**config.mk**
```make
export PLATFORM = sky130hd
export DESIGN_NAME = dtu_word_packer_flat
export DESIGN_NICKNAME = d
export VERILOG_FILES = /design/src/rtl/dtu_pkg.sv /design/src/rtl/dtu_word_packer_if.sv /design/src/rtl/dtu_word_fifo.sv /design/src/rtl/dtu_word_packer.sv /design/src/flat_wrapper.sv
export SDC_FILE = /design/constraint.sdc
export NUM_CORES = 1
export LEC_CHECK = 0
export CAP_MARGIN = 25
export CORE_MARGIN = 1
export CORE_UTILIZATION = 40
export CTS_BUF_LIST = sky130_fd_sc_hd__clkbuf_8
export CTS_CLUSTER_DIAMETER = 150
export DETAILED_ROUTE_END_ITERATION = 10
export SLEW_MARGIN = 20
export SYNTH_ARGS = -nofsm -noshare
export SYNTH_HDL_FRONTEND = slang
export SYNTH_SLANG_ARGS = --single-unit
```
**constraint.sdc**
```tcl
create_clock -name clk_160 -period 7.55 [get_ports clk_160]
set_input_delay 2.265 -clock clk_160 [delete_from_list [all_inputs] [get_ports clk_160]]
set_output_delay 2.265 -clock clk_160 [all_outputs]
set_load 0.01 [all_outputs]
```
**src/rtl/dtu_pkg.sv**
```systemverilog
// Shared constants, packer state type and baseline detection for the LiTe-DTU word packer.
package dtu_pkg;

  localparam logic [1:0]  HDR_BASE5   = 2'b01;
  localparam logic [1:0]  HDR_BASEN   = 2'b10;
  localparam logic [5:0]  HDR_SIG2    = 6'b001010;
  localparam logic [6:0]  HDR_SIG1    = 7'b0010110;
  localparam logic [3:0]  HDR_TRAILER = 4'b1101;

  localparam logic [31:0] IDLE_WORD = 32'hEAAAAAAA;
  localparam logic [31:0] SYNC_WORD = 32'h35555555;

  typedef enum logic [1:0] {
    PK_EMPTY,
    PK_BASE,
    PK_SIG1P
  } pk_state_e;

  // A sample fits a 6-bit field only at gain x10 with a small amplitude.
  function automatic logic is_baseline(input logic [12:0] s);
    return (s[12] == 1'b0) && (s[11:6] == 6'b000000);
  endfunction

endpackage

```
**src/rtl/dtu_word_packer_if.sv**
```systemverilog
// Sample-in / word-out bus of the DTU word packer; master drives samples and read requests.
interface dtu_word_packer_if;
  logic [12:0] din;
  logic        din_valid;
  logic        flush;
  logic        word_rd;
  logic [31:0] word_out;
  logic        fifo_full;
  logic        overflow;

  modport master (
    output din, din_valid, flush, word_rd,
    input  word_out, fifo_full, overflow
  );

  modport slave (
    input  din, din_valid, flush, word_rd,
    output word_out, fifo_full, overflow
  );
endinterface

```
**src/rtl/dtu_word_fifo.sv**
```systemverilog
// Synchronous show-ahead word FIFO; a push into a full FIFO is accepted when a pop frees the slot.
module dtu_word_fifo #(
  parameter int FIFO_DEPTH = 16
) (
  input  logic        clk_160,
  input  logic        rst,
  input  logic        push,
  input  logic [31:0] wdata,
  input  logic        pop,
  output logic [31:0] rdata,
  output logic        full,
  output logic        empty
);

  localparam int AW = $clog2(FIFO_DEPTH);

  logic [31:0] mem [FIFO_DEPTH];
  logic [AW-1:0] wr_ptr, rd_ptr;
  logic [AW:0]   count;
  logic          push_ok, pop_ok;

  assign full    = (count == (AW+1)'(FIFO_DEPTH));
  assign empty   = (count == '0);
  assign pop_ok  = pop && !empty;
  assign push_ok = push && (!full || pop_ok);
  assign rdata   = mem[rd_ptr];

  always_ff @(posedge clk_160) begin
    if (!rst) begin
      wr_ptr <= '0;
      rd_ptr <= '0;
      count  <= '0;
    end else begin
      if (push_ok) wr_ptr <= wr_ptr + AW'(1);
      if (pop_ok)  rd_ptr <= rd_ptr + AW'(1);
      case ({push_ok, pop_ok})
        2'b10:   count <= count + (AW+1)'(1);
        2'b01:   count <= count - (AW+1)'(1);
        default: count <= count;
      endcase
    end
  end

  always_ff @(posedge clk_160) begin
    if (push_ok) mem[wr_ptr] <= wdata;
  end

endmodule

```
**src/rtl/dtu_word_packer.sv**
```systemverilog
// LiTe-DTU word packer: packs 13-bit samples into 32-bit words, buffers them, and serves SYNC/IDLE/data.
// Optional frame trailer insertion is enabled with the DTU_TRAILER_EN macro.
module dtu_word_packer
  import dtu_pkg::*;
#(
  parameter int FIFO_DEPTH  = 16,
  parameter int SYNC_WORDS  = 8,
  parameter int FRAME_WORDS = 50
) (
  input  logic              clk_160,
  input  logic              rst,
  dtu_word_packer_if.slave  bus
);

  localparam int SCW = (SYNC_WORDS < 1) ? 1 : $clog2(SYNC_WORDS + 1);

  function automatic logic [31:0] basen_word(input logic [2:0] k, input logic [23:0] fields);
    return {HDR_BASEN, 2'b00, 1'b0, k, fields};
  endfunction

  function automatic logic [31:0] sig1_word(input logic [12:0] a);
    return {HDR_SIG1, 12'h000, a};
  endfunction

  pk_state_e   state_q, state_s, state_n;
  logic [2:0]  k_q, k_s, k_n;
  logic [23:0] base_buf_q, base_buf_s;
  logic [12:0] sig_q, sig_s;
  logic        flush_pend_q, flush_pend_n;
  logic        push_s, push;
  logic [31:0] word_s, push_word;
  logic        is_base;

  logic [31:0] fifo_rdata;
  logic        fifo_full, fifo_empty, pop, drop;
  logic [SCW-1:0] sync_cnt_q;
  logic [31:0] word_out_q;
  logic        overflow_q;

  assign is_base = is_baseline(bus.din);

  // Stage p0: sample absorption, then flush of whatever partial word remains
  always_comb begin
    state_s    = state_q;
    k_s        = k_q;
    base_buf_s = base_buf_q;
    sig_s      = sig_q;
    push_s     = 1'b0;
    word_s     = '0;
    if (bus.din_valid) begin
      case (state_q)
        PK_EMPTY: begin
          if (is_base) begin
            state_s    = PK_BASE;
            k_s        = 3'd1;
            base_buf_s = {18'b0, bus.din[5:0]};
          end else begin
            state_s = PK_SIG1P;
            sig_s   = bus.din;
          end
        end
        PK_BASE: begin
          if (is_base) begin
            if (k_q == 3'd4) begin
              push_s  = 1'b1;
              word_s  = {HDR_BASE5, bus.din[5:0], base_buf_q};
              state_s = PK_EMPTY;
              k_s     = 3'd0;
            end else begin
              case (k_q)
                3'd1:    base_buf_s[11:6]  = bus.din[5:0];
                3'd2:    base_buf_s[17:12] = bus.din[5:0];
                default: base_buf_s[23:18] = bus.din[5:0];
              endcase
              k_s = k_q + 3'd1;
            end
          end else begin
            push_s  = 1'b1;
            word_s  = basen_word(k_q, base_buf_q);
            state_s = PK_SIG1P;
            k_s     = 3'd0;
            sig_s   = bus.din;
          end
        end
        PK_SIG1P: begin
          if (is_base) begin
            push_s     = 1'b1;
            word_s     = sig1_word(sig_q);
            state_s    = PK_BASE;
            k_s        = 3'd1;
            base_buf_s = {18'b0, bus.din[5:0]};
          end else begin
            push_s  = 1'b1;
            word_s  = {HDR_SIG2, bus.din, sig_q};
            state_s = PK_EMPTY;
          end
        end
        default: state_s = PK_EMPTY;
      endcase
    end

    state_n      = state_s;
    k_n          = k_s;
    push         = push_s;
    push_word    = word_s;
    flush_pend_n = 1'b0;
    // Only one word may be pushed per cycle, so a flush that collides with a push waits a cycle.
    if ((bus.flush || flush_pend_q) && (state_s != PK_EMPTY)) begin
      if (push_s) begin
        flush_pend_n = 1'b1;
      end else begin
        push      = 1'b1;
        push_word = (state_s == PK_BASE) ? basen_word(k_s, base_buf_s) : sig1_word(sig_s);
        state_n   = PK_EMPTY;
        k_n       = 3'd0;
      end
    end
  end

  always_ff @(posedge clk_160) begin
    if (!rst) begin
      state_q      <= PK_EMPTY;
      k_q          <= 3'd0;
      flush_pend_q <= 1'b0;
    end else begin
      state_q      <= state_n;
      k_q          <= k_n;
      flush_pend_q <= flush_pend_n;
    end
  end

  always_ff @(posedge clk_160) begin
    base_buf_q <= base_buf_s;
    sig_q      <= sig_s;
  end

  dtu_word_fifo #(.FIFO_DEPTH(FIFO_DEPTH)) u_fifo (
    .clk_160 (clk_160),
    .rst     (rst),
    .push    (push),
    .wdata   (push_word),
    .pop     (pop),
    .rdata   (fifo_rdata),
    .full    (fifo_full),
    .empty   (fifo_empty)
  );

  assign drop = push && fifo_full && !pop;

`ifdef DTU_TRAILER_EN
  localparam int FCW = $clog2(FRAME_WORDS + 1);

  function automatic logic [11:0] word_nsamp(input logic [31:0] w);
    if (w[31:30] == HDR_BASE5)     return 12'd5;
    else if (w[31:30] == HDR_BASEN) return {8'b0, w[27:24]};
    else if (w[31:26] == HDR_SIG2)  return 12'd2;
    else                            return 12'd1;
  endfunction

  logic [FCW-1:0] frame_cnt_q;
  logic           trailer_due_q;
  logic [7:0]     frame_id_q;
  logic [11:0]    nsamp_q;
  logic           trailer_rd;

  assign pop        = bus.word_rd && (sync_cnt_q == '0) && !trailer_due_q && !fifo_empty;
  assign trailer_rd = bus.word_rd && (sync_cnt_q == '0) && trailer_due_q;

  always_ff @(posedge clk_160) begin
    if (!rst) begin
      frame_cnt_q   <= '0;
      trailer_due_q <= 1'b0;
      frame_id_q    <= 8'd0;
      nsamp_q       <= 12'd0;
    end else if (trailer_rd) begin
      trailer_due_q <= 1'b0;
      frame_id_q    <= frame_id_q + 8'd1;
      nsamp_q       <= 12'd0;
    end else if (pop) begin
      nsamp_q <= nsamp_q + word_nsamp(fifo_rdata);
      if (frame_cnt_q == FCW'(FRAME_WORDS - 1)) begin
        frame_cnt_q   <= '0;
        trailer_due_q <= 1'b1;
      end else begin
        frame_cnt_q <= frame_cnt_q + FCW'(1);
      end
    end
  end
`else
  assign pop = bus.word_rd && (sync_cnt_q == '0) && !fifo_empty;
`endif

  // Stage p1: serializer-facing word register, updated only on a read request
  always_ff @(posedge clk_160) begin
    if (!rst) begin
      sync_cnt_q <= SCW'(SYNC_WORDS);
      word_out_q <= SYNC_WORD;
      overflow_q <= 1'b0;
    end else begin
      overflow_q <= overflow_q | drop;
      if (bus.word_rd) begin
        if (sync_cnt_q != '0) begin
          word_out_q <= SYNC_WORD;
          sync_cnt_q <= sync_cnt_q - SCW'(1);
`ifdef DTU_TRAILER_EN
        end else if (trailer_due_q) begin
          word_out_q <= {HDR_TRAILER, frame_id_q, 8'h00, nsamp_q};
`endif
        end else if (!fifo_empty) begin
          word_out_q <= fifo_rdata;
        end else begin
          word_out_q <= IDLE_WORD;
        end
      end
    end
  end

  assign bus.word_out  = word_out_q;
  assign bus.fifo_full = fifo_full;
  assign bus.overflow  = overflow_q;

endmodule

```
**src/flat_wrapper.sv**
```systemverilog
// flat-port wrapper written by rule: the top's interface ports become plain ports
module dtu_word_packer_flat import dtu_pkg::*;
#(
  parameter int FIFO_DEPTH  = 16,
  parameter int SYNC_WORDS  = 8,
  parameter int FRAME_WORDS = 50
)
  (clk_160, rst, bus_din, bus_din_valid, bus_flush, bus_word_rd, bus_word_out, bus_fifo_full, bus_overflow);
  dtu_word_packer_if bus_i ();
  input  logic clk_160;
  input  logic rst;
  input wire logic [$bits(bus_i.din)-1:0] bus_din;
  input wire logic [$bits(bus_i.din_valid)-1:0] bus_din_valid;
  input wire logic [$bits(bus_i.flush)-1:0] bus_flush;
  input wire logic [$bits(bus_i.word_rd)-1:0] bus_word_rd;
  output wire logic [$bits(bus_i.word_out)-1:0] bus_word_out;
  output wire logic [$bits(bus_i.fifo_full)-1:0] bus_fifo_full;
  output wire logic [$bits(bus_i.overflow)-1:0] bus_overflow;
  assign bus_i.din = bus_din;
  assign bus_i.din_valid = bus_din_valid;
  assign bus_i.flush = bus_flush;
  assign bus_i.word_rd = bus_word_rd;
  assign bus_word_out = bus_i.word_out;
  assign bus_fifo_full = bus_i.fifo_full;
  assign bus_overflow = bus_i.overflow;
  dtu_word_packer #(.FIFO_DEPTH(FIFO_DEPTH), .SYNC_WORDS(SYNC_WORDS), .FRAME_WORDS(FRAME_WORDS)) u_core (.clk_160(clk_160), .rst(rst), .bus(bus_i));
endmodule
```
==> run metrics <==
CTS sink cnt=between 600 and 700; Setup CP Type=input pin to flip-flop; initial antenna violation count=2; per-cell routed wire length=around 25 um; Synth Warn #=0; Die Y-Extent=~250 um; Fin. Hold Viols=0; Critical Path Fanout Max=24; CP Data Arrival Time=roughly 5900 ps; via count=between 10000 and 15000; Post-synth EDFFs=512; ys flop type=edfxtp_1; Nets=1434; syn nets=~1300; CTS Buf Count=97; RSZ-0062 raised after global routing=false; CTS tree=done; DIE AREA=roughly 61000 um2; Post-CTS Setup Repair Bufs=0; vias in the first global route=between 10000 and 15000; # placed instances=2074; CTS HTree Levels=3; Total Power=between 6 and 7 mW; final period utilization=about 74%; register area share after synthesis=72.1%; share of cells above drive strength 1=roughly 26%; synth-to-layout area growth=15.4%; minimum clock period=between 5000 and 6000 ps; pre-CTS setup slack=roughly 1200 ps; root buffer cell=clkbuf_8; Max Buffers Root-to-Sink=3; first-pass GRT wire length=84.0 mm; P_leak=a little under 9 nW; worst vdd rail ir drop=0.133 mV; final setup violation count=0; clk_skew=46.8 ps; Tightest Pin Transition=991 ps; IO Count=52; DRT iter0 DRCs=approximately 1100; Avg Cell Area, Syn=about 19 um2; failing checks=design-rule violations; Mapped Cells=between 1000 and 1500; Synth Register Bits=around 610; DR DRC count=12; final worst setup slack=roughly 1900 ps; CP peak stage delay=about 800 ps; cells along the critical path=clkdlybuf4s50_1, nor2b_1, nand3_1, o22ai_2, o22a_1, o211ai_1, nor3_2, buf_4; post-synth cell types=a little over 60; Initial DRT Pass Iterations=10; DIE WIDTH=~250 um; post-layout util=46.9%; WP data required=between 7000 and 8000 ps; CP Launch Type=input pin; Routability Congestion=between 0.9 and 1; DR vias/cell=about 5.6; status=finished with violations; cts repair resizes=0; endpoint type of the worst setup path=flip-flop; Final HPWL DP=34.9 mm; fin. max-slew vios=0; setup TNS=0 ps; grt total ovfl=0; CP max-delay cell=nor3_2; Port Buf Inserts=51; Max-slew headroom=about 34%; Peak Freq=roughly 180 MHz; MaxCap Viol Count=0; Pwr Density=about 240 nW/um2; Post-Syn Area=approximately 24000 um2; core area=around 59000 um2; final wirelength=between 50 and 60 mm; non-filler cells, final=between 2000 and 2500; clk_lat worst skew=a little under 700 ps; Detail Route Antenna Nets=0; ys async rst share=0%; Hold Buf Count CTS=0; largest net degree at the start of global routing=just over 60; clock slew at reported path FFs=around 60 ps; Initial Utilization=40.6%; site row count=89; Global Route Usage Sum=19.1%; Hold Crit Class=flip-flop to flip-flop
-- routing by layer --
layer / wire [um] / GRT usage, % / up-vias
met4: 1500 / 7.08 / 0
met2: 25900 / 28.9 / 459
li1: - / - / 5467
met1: 25100 / 26.9 / 6604
met3: 4750 / 4.70 / 101
met5: 0 / 0 / -
-- placed cells by master, fill, tap and decap left out, types with 4 or more instances in the layout --
cell,count
nand3_1,7
o21ai_0,42
a21oi_1,28
and3_1,4
xnor2_1,4
nor3_2,5
o22ai_1,17
mux2_2,12
buf_4,42
buf_16,6
edfxtp_1,512
nand2_1,52
nor2b_1,16
inv_1,66
clkbuf_8,105
a22o_1,36
clkinv_1,9
dfxtp_1,93
nor2_4,12
clkinv_2,4
nor3_1,10
mux4_2,160
nand2b_1,24
diode_2,4
nand4_1,4
ha_1,16
nor2_1,29
mux2i_1,16
a21o_1,12
clkdlybuf4s50_1,50
a22oi_1,14
-- area by class of cell --
| type | count | area (um2) |
|---|---|---|
| diodes | 4 | 10.0 |
| clock buffers | 105 | 1450 |
| flip-flops and latches | 609 | 17300 |
| well taps | 773 | 967 |
| fillers | 4931 | 31400 |
| clock inverters | 75 | 394 |
| repair buffers | 102 | 1050 |
| inverters | 14 | 52.6 |
| multi-input cells | 576 | 6470 |
-- kinds of logic after synthesis --
logic type,after synthesis,synth area share [%]
and+or+nand+nor,183,3.80
xor gates and xnor gates,7,0.255
buffers and inverters,86,1.46
DFF,609,72.1
AOI/OAI and AO/OA,182,5.30
muxes,188,16.2
adders and majority gates,16,0.834
-- cell usage after synthesis, types with 12 or more instances --
library cell | n | area share, %
dfxtp_1 | 97 | 8.1
inv_1 | 12 | 0.19
mux2_2 | 12 | 0.56
a22oi_1 | 14 | 0.44
edfxtp_1 | 512 | 64
nor2b_1 | 16 | 0.42
ha_1 | 16 | 0.83
nor2_1 | 41 | 0.64
clkbuf_1 | 43 | 0.67
a21o_1 | 12 | 0.38
nand2b_1 | 24 | 0.63
nand2_1 | 52 | 0.81
o21ai_0 | 44 | 0.92
mux4_2 | 160 | 15
o22ai_1 | 17 | 0.44
a22o_1 | 36 | 1.3
buf_2 | 22 | 0.46
a21oi_1 | 29 | 0.60
nor3_1 | 15 | 0.31
mux2i_1 | 16 | 0.67
-- registers in the layout (all words and copies together), names as in the netlist, 2 cells and up, named ones only --
name,cells
u_core.base_buf_q,24
u_core.bus.word_out,32
u_core.k_q,3
u_core.sig_q,13
u_core.state_q,2
u_core.sync_cnt_q,4
u_core.u_fifo.count,5
u_core.u_fifo.mem,512
u_core.u_fifo.rd_ptr,4
u_core.u_fifo.wr_ptr,4
-- report_power, final --
part | leakage (nW) | switching, mW | internal [mW] | total (mW)
logic | 2.37 | 0.193 | 0.134 | 0.327
clock network | 1.13 | 1.27 | 1.38 | 2.66
registers | 5.36 | 0.0293 | 3.69 | 3.71
-- worst max-delay path, delay by kind of cell --
kind	cells	cell delay (ps)
compound gates	3	910
simple gates	3	1510
buf+inv	2	1180
-- through the flow --
| stage | hold WS (ps) | area, um2 |
|---|---|---|
| final | 475 | 27700 |
| after global routing | 506 | 27700 |
| after CTS | 476 | 27700 |
| after detailed placement | 465 | 25900 |
| after global placement | 462 | 25700 |
| after floorplan | 466 | 24000 |
-- path summary, 6_finish.rpt --
| kind | startpoint | end | slack, ps | cells past startpoint |
|---|---|---|---|---|
| max | bus_din_valid | u_core.u_fifo.mem[3][1] | 1940 | 8 |
| min | u_core.bus.word_out[13] | u_core.bus.word_out[13] | 480 | 2 |
| max reg2reg | u_core.state_q[1] | u_core.u_fifo.mem[3][1] | 3410 | 9 |
| min reg2reg | u_core.bus.word_out[13] | u_core.bus.word_out[13] | 480 | 2 |
(Power assumes the default switching activity.)
